$ cat src/rtl/mem_arbiter.sv
// Two-master round-robin arbiter in front of a single fixed-latency memory port.
// One transaction in flight at a time; reads hold the port until their data returns.
`default_nettype none

module mem_arbiter #(
  parameter int ADDR_W = 32,
  parameter int DATA_W = 32,
  parameter int RD_LAT = 1
) (
  input  logic                clk,
  input  logic                rst,
  input  logic [ADDR_W-1:0]   m0_addr,
  input  logic [DATA_W-1:0]   m0_wdata,
  input  logic [DATA_W/8-1:0] m0_wmask,
  input  logic                m0_rstrb,
  output logic                m0_ready,
  output logic                m0_rvalid,
  output logic [DATA_W-1:0]   m0_rdata,
  input  logic [ADDR_W-1:0]   m1_addr,
  input  logic [DATA_W-1:0]   m1_wdata,
  input  logic [DATA_W/8-1:0] m1_wmask,
  input  logic                m1_rstrb,
  output logic                m1_ready,
  output logic                m1_rvalid,
  output logic [DATA_W-1:0]   m1_rdata,
  output logic [ADDR_W-1:0]   s_addr,
  output logic [DATA_W-1:0]   s_wdata,
  output logic [DATA_W/8-1:0] s_wmask,
  output logic                s_rstrb,
  input  logic [DATA_W-1:0]   s_rdata,
  output logic                busy
);

  localparam int MASK_W = DATA_W / 8;
  localparam int CNT_W  = $clog2(RD_LAT + 1);

  typedef enum logic [0:0] {
    IDLE    = 1'b0,
    RD_WAIT = 1'b1
  } state_t;

  state_t             state, state_nxt;
  logic [CNT_W-1:0]   cnt, cnt_nxt;
  logic               last, last_nxt;
  logic               owner, owner_nxt;

  logic               req0, req1;
  logic               winner;
  logic [MASK_W-1:0]  grant_wmask;

  assign req0 = m0_rstrb | (|m0_wmask);
  assign req1 = m1_rstrb | (|m1_wmask);

  // On a tie the master that did not win last time gets the port.
  assign winner      = (req0 & req1) ? ~last : req1;
  assign grant_wmask = winner ? m1_wmask : m0_wmask;

  assign m0_rdata = s_rdata;
  assign m1_rdata = s_rdata;

  always_ff @(posedge clk) begin
    if (rst) begin
      state <= IDLE;
      cnt   <= '0;
      last  <= 1'b1;
      owner <= 1'b0;
    end else begin
      state <= state_nxt;
      cnt   <= cnt_nxt;
      last  <= last_nxt;
      owner <= owner_nxt;
    end
  end

  always_comb begin
    state_nxt = state;
    cnt_nxt   = cnt;
    last_nxt  = last;
    owner_nxt = owner;
    s_addr    = m0_addr;
    s_wdata   = m0_wdata;
    s_wmask   = '0;
    s_rstrb   = 1'b0;
    m0_ready  = 1'b0;
    m1_ready  = 1'b0;
    m0_rvalid = 1'b0;
    m1_rvalid = 1'b0;
    busy      = 1'b0;

    case (state)
      IDLE: begin
        if (req0 | req1) begin
          s_addr   = winner ? m1_addr  : m0_addr;
          s_wdata  = winner ? m1_wdata : m0_wdata;
          m0_ready = ~winner;
          m1_ready = winner;
          last_nxt = winner;
          // A nonzero mask makes it a write even if rstrb is also set.
          if (|grant_wmask) begin
            s_wmask = grant_wmask;
          end else begin
            s_rstrb   = 1'b1;
            cnt_nxt   = CNT_W'(RD_LAT);
            owner_nxt = winner;
            state_nxt = RD_WAIT;
          end
        end
      end
      RD_WAIT: begin
        busy    = 1'b1;
        cnt_nxt = cnt - CNT_W'(1);
        if (cnt == CNT_W'(1)) begin
          m0_rvalid = ~owner;
          m1_rvalid = owner;
          state_nxt = IDLE;
        end
      end
      default: state_nxt = IDLE;
    endcase

    if (rst) begin
      s_wmask   = '0;
      s_rstrb   = 1'b0;
      m0_ready  = 1'b0;
      m1_ready  = 1'b0;
      m0_rvalid = 1'b0;
      m1_rvalid = 1'b0;
      busy      = 1'b0;
    end
  end

endmodule

`default_nettype wire

$ cat config.mk
export PLATFORM = sky130hd
export DESIGN_NAME = mem_arbiter
export DESIGN_NICKNAME = d
export VERILOG_FILES = /design/src/rtl/mem_arbiter.sv
export SDC_FILE = /design/constraint.sdc
export NUM_CORES = 1
export LEC_CHECK = 0
export BUFFER_PORTS_ARGS = -buffer_cell sky130_fd_sc_hd__buf_4
export CAP_MARGIN = 25
export CORE_AREA = 2 2 121 123
export CTS_CLUSTER_DIAMETER = 60
export CTS_CLUSTER_SIZE = 40
export DETAILED_ROUTE_END_ITERATION = 8
export DIE_AREA = 0 0 123 125
export PLACE_DENSITY_LB_ADDON = 0.15
export RECOVER_POWER = 100
export SKIP_LAST_GASP = 1
export SYNTH_ARGS = -nofsm -noshare
export SYNTH_HDL_FRONTEND = slang
export SYNTH_SLANG_ARGS = --single-unit
$ cat constraint.sdc
create_clock -name clk -period 3.3 [get_ports clk]
set_input_delay 0.66 -clock clk [delete_from_list [all_inputs] [get_ports clk]]
set_output_delay 0.66 -clock clk [all_outputs]
set_load 0.05 [all_outputs]
==> results.txt <==
Entering global routing, the biggest net connects 32 pins. Global routing used 7.93% of the available tracks. Per-cell routed wire length: 13.9 microns. The floorplan step set the die width to 123 microns. Synthesis produced a netlist with a net count of 354. After detailed routing, the number of vias per cell comes to 3.65. Global routing's busiest layer: met2.

The initial antenna violation count is 0, and the unique cell type count in the Yosys netlist is 30. The average instance in the mapped netlist occupies 9.89 sq um. The logs give 1.02 mW for the overall power and 12.7% for the starting density of the core.

The first detailed-routing pass took 3 iterations. In the global route stage, met2 resource usage came out at 14.6%. At the end of routability-driven placement, the weighted congestion stood at 0.754.

The proportion of layout cells with a drive suffix above 1 is 84.5%. The layout has 1620 filler cells. The tools report the number of endpoints with negative hold slack in the final report as 0.

The area of the core region was 14200 sq um; the setup slack after layout was 0.190 ns. The setup-violating endpoint count in the final report was 0; the max capacitance violation total was 0. Derived from the worst setup path, the maximum achievable clock frequency is 322 MHz. Timing analysis after detailed placement gives a worst setup slack of 0.186 ns. 310 I/O pins were placed. For the post-CTS setup buffer count, the log shows 0.

In this run the tightest slew margin relative to its limit is 60.0%. The tools report the count of routing violations after the opening detailed-route iteration as 32. Gates resized during post-CTS repair numbered 0. Leakage dissipation: 1.63 nW. Together, buffers and inverters on the worst path number 4. In this run the clock root is driven by a sky130_fd_sc_hd__clkbuf_16. The worst path arrival time came out at 2.45 ns.

The count of buffers added on input and output ports is 213. Once placement completed, the tool counted placed cells totaling 511. The detail route stage leaves a number of antenna-violating nets equal to 0.

The flow ran to the end, and the final reports show no timing, DRC or antenna violations. TritonCTS built the clock tree. After layout, the worst path uses 94.2% of the clock period.

The overall routed net length is 7140 microns. The tools report the critical path capture point type as an output port. The area added between synthesis and finish came out at 67.8%.

By instance count, the cell type seen most on the critical path is sky130_fd_sc_hd__buf_4. The setup path with the least slack is of type primary input to output port. The fraction of met1 tracks used by global routing is 8.63%, and the number of antenna cells inserted is 0. The worst endpoint required time is 2.64 ns. The largest single stage delay on the critical path is 0.37 ns.

After synthesis the netlist holds a flip-flop and latch count of 4. For the final routed database, the setup TNS stands at 0 ns. The maximum VDD drop came out at 98.7 uV. Total via count in the routed design: 1878. The floorplan step defined a die boundary enclosing 15400 sq um. The worst-path maximum fanout is 31, and the number of buffers created by CTS is 3. In this run the worst setup path begins at m1_wmask[2].

The path type of the worst min-delay path is flip-flop to flip-flop. Clock-pin slew was measured on the worst setup and hold paths at 0.03 ns. Clock skew on the completed layout was measured at 0.00138 ns. The sum of net half-perimeters after detailed placement is 6110 microns, and the die span in y is 125 microns. At the pin with the least slew margin, the transition time is 0.602 ns.

The run gives 0 as the number of max-slew violations in the final report. Worst flop-to-flop path startpoint: last. Number of remaining DRC errors: 0. Setup repair after global routing left no endpoint under its margin. Counting along the longest clock path gives a buffer depth of 2.

The number of levels the H-tree was split into came out at 1. After global routing the overflow that remains totals 0. Yosys printed 0 warnings. For met3 alone, demand over resource in global routing was 2.78%.

Synthesis handed over a netlist of 182 instances. Once layout is complete, the cells apart from fillers number 514. The tools report the post-route worst hold slack as 0.507 ns. Sequential cells were found to cover 4.45% of the synthesized design area. The final net count is 504, and the number of global-route vias before repair is 1791.

Gate family responsible for the most delay along the worst path: buffers and inverters. The quantity of hold-fixing buffers added after cts came out at 0. The logs give 9590 microns for the first-pass GRT wire length and 4 for the count of clock tree sinks. The tools report the origin of the worst min-delay path as owner.

The tools report the cell area after synthesis as 1800 sq um. The number of core rows is 44, and the minimum clock period is 3.11 ns. The slowest stage of the critical path belongs to the cell sky130_fd_sc_hd__mux2_2. The later pin in the worst-skew pair is clocked with a latency of 0.22 ns. In this run the power density over the cells is 337 nW/um^2. The signal on the critical path passes through buf_4 -> nor4_1 -> buf_4 -> a21oi_1 -> nand2_4 -> buf_12 -> mux2_2 -> buf_2. The startpoint type of the worst setup path is a primary input.
==> cell usage after synthesis <==
cell type	instances	area, sq um
sky130_fd_sc_hd__a211o_1	1	8.76
sky130_fd_sc_hd__a21oi_1	6	30.0
sky130_fd_sc_hd__a221oi_2	1	15.0
sky130_fd_sc_hd__a31oi_1	1	6.26
sky130_fd_sc_hd__and2_1	1	6.26
sky130_fd_sc_hd__and3_1	2	12.5
sky130_fd_sc_hd__buf_2	1	5.00
sky130_fd_sc_hd__buf_4	64	480
sky130_fd_sc_hd__buf_6	6	67.6
sky130_fd_sc_hd__clkbuf_1	1	3.75
sky130_fd_sc_hd__dfxtp_1	4	80.1
sky130_fd_sc_hd__inv_1	2	7.51
sky130_fd_sc_hd__mux2_2	15	169
sky130_fd_sc_hd__mux2_4	49	736
sky130_fd_sc_hd__nand2_1	5	18.8
sky130_fd_sc_hd__nand2_2	1	6.26
sky130_fd_sc_hd__nand2b_1	1	6.26
sky130_fd_sc_hd__nor2_1	4	15.0
sky130_fd_sc_hd__nor2b_1	1	6.26
sky130_fd_sc_hd__nor3b_1	1	7.51
sky130_fd_sc_hd__nor4_1	1	6.26
sky130_fd_sc_hd__o21a_1	2	15.0
sky130_fd_sc_hd__o21ai_0	5	25.0
sky130_fd_sc_hd__o21ai_4	1	16.3
sky130_fd_sc_hd__o221ai_1	1	8.76
sky130_fd_sc_hd__o22ai_1	1	6.26
sky130_fd_sc_hd__o31a_1	1	8.76
sky130_fd_sc_hd__or3_1	1	6.26
sky130_fd_sc_hd__or3b_2	1	8.76
sky130_fd_sc_hd__or4_4	1	11.3
==> flip-flops by register name (all words and copies together), names as in the netlist <==
| name | flops |
|---|---|
| cnt | 1 |
| last | 1 |
| owner | 1 |
| state | 1 |
==> routing by layer <==
metal	vias up	routed length (microns)
met5	-	0
met1	843	2610
li1	870	-
met4	0	47
met2	154	3440
met3	11	1050
==> placed cells by master, fill, tap and decap left out <==
cell type                   count
sky130_fd_sc_hd__and2_0         1
sky130_fd_sc_hd__inv_1          2
sky130_fd_sc_hd__mux2_4        49
sky130_fd_sc_hd__o21a_1         2
sky130_fd_sc_hd__o21ai_0        5
sky130_fd_sc_hd__o21ai_4        1
sky130_fd_sc_hd__clkbuf_2      54
sky130_fd_sc_hd__buf_4        147
sky130_fd_sc_hd__or3b_2         1
sky130_fd_sc_hd__o221ai_1       1
sky130_fd_sc_hd__nor4_1         1
sky130_fd_sc_hd__nand2b_1       1
sky130_fd_sc_hd__or3_1          1
sky130_fd_sc_hd__nor3b_1        1
sky130_fd_sc_hd__and3_1         2
sky130_fd_sc_hd__or4_4          1
sky130_fd_sc_hd__buf_12         2
sky130_fd_sc_hd__mux2_1         1
sky130_fd_sc_hd__buf_2          6
sky130_fd_sc_hd__nor2_1         4
sky130_fd_sc_hd__dfxtp_1        4
sky130_fd_sc_hd__clkbuf_16      3
sky130_fd_sc_hd__nand2_1        5
sky130_fd_sc_hd__a211o_1        1
sky130_fd_sc_hd__a31oi_1        1
sky130_fd_sc_hd__nor2b_1        1
sky130_fd_sc_hd__a21oi_1        6
sky130_fd_sc_hd__a221oi_1       1
sky130_fd_sc_hd__o22ai_1        1
sky130_fd_sc_hd__mux2_2        14
sky130_fd_sc_hd__clkbuf_1       8
sky130_fd_sc_hd__nand2_4        1
sky130_fd_sc_hd__o31a_1         1
==> final timing paths <==
path / end / slack, ns / depth (start not counted)
worst min-delay path: owner / 0.51 / 2
worst min register to register: owner / 0.51 / 2
worst max register to register: owner / 1.98 / 3
worst max-delay path: s_addr[1] / 0.19 / 8
==> per-stage QoR <==
step                      instance area, sq um  utilization [%]
after CTS                                 3210             22.6
after floorplan                           1810                -
after global placement                    3140             22.1
after detailed placement                  3140             22.1
after global routing                      3020             21.3
final                                     3020             21.3
==> report_power, final <==
| group | switching [mW] | internal (mW) |
|---|---|---|
| sequential | 0.00375 | 0.0512 |
| combinational | 0.469 | 0.309 |
| clock | 0.0315 | 0.155 |
==> layout make-up <==
type / count / area [sq um] / area share (%)
clock buffers: 3 / 75.1 / 2.48
inverters: 2 / 7.51 / 0.248
multi-input cells: 104 / 1150 / 38.2
flip-flops and latches: 4 / 80.1 / 2.65
well taps: 184 / 230 / 7.62
repair buffers: 217 / 1470 / 48.8
==> logic make-up (layout without fill, tap and decap cells) <==
family	Yosys count	after routing	synth area share, %
and+or+nand+nor	20	20	6.19
buffers and inverters	74	222	31.3
DFF	4	4	4.45
AOI/OAI and AO/OA	20	20	7.78
muxes	64	64	50.2
==> worst reg2reg max path, stage by stage, from the launching register on <==
cell                       delay (ns)
sky130_fd_sc_hd__dfxtp_1         0.36
sky130_fd_sc_hd__o21a_1          0.19
sky130_fd_sc_hd__or3_1           0.37
sky130_fd_sc_hd__a221oi_1        0.30
No activity file was read; power rests on OpenSTA's default activity.
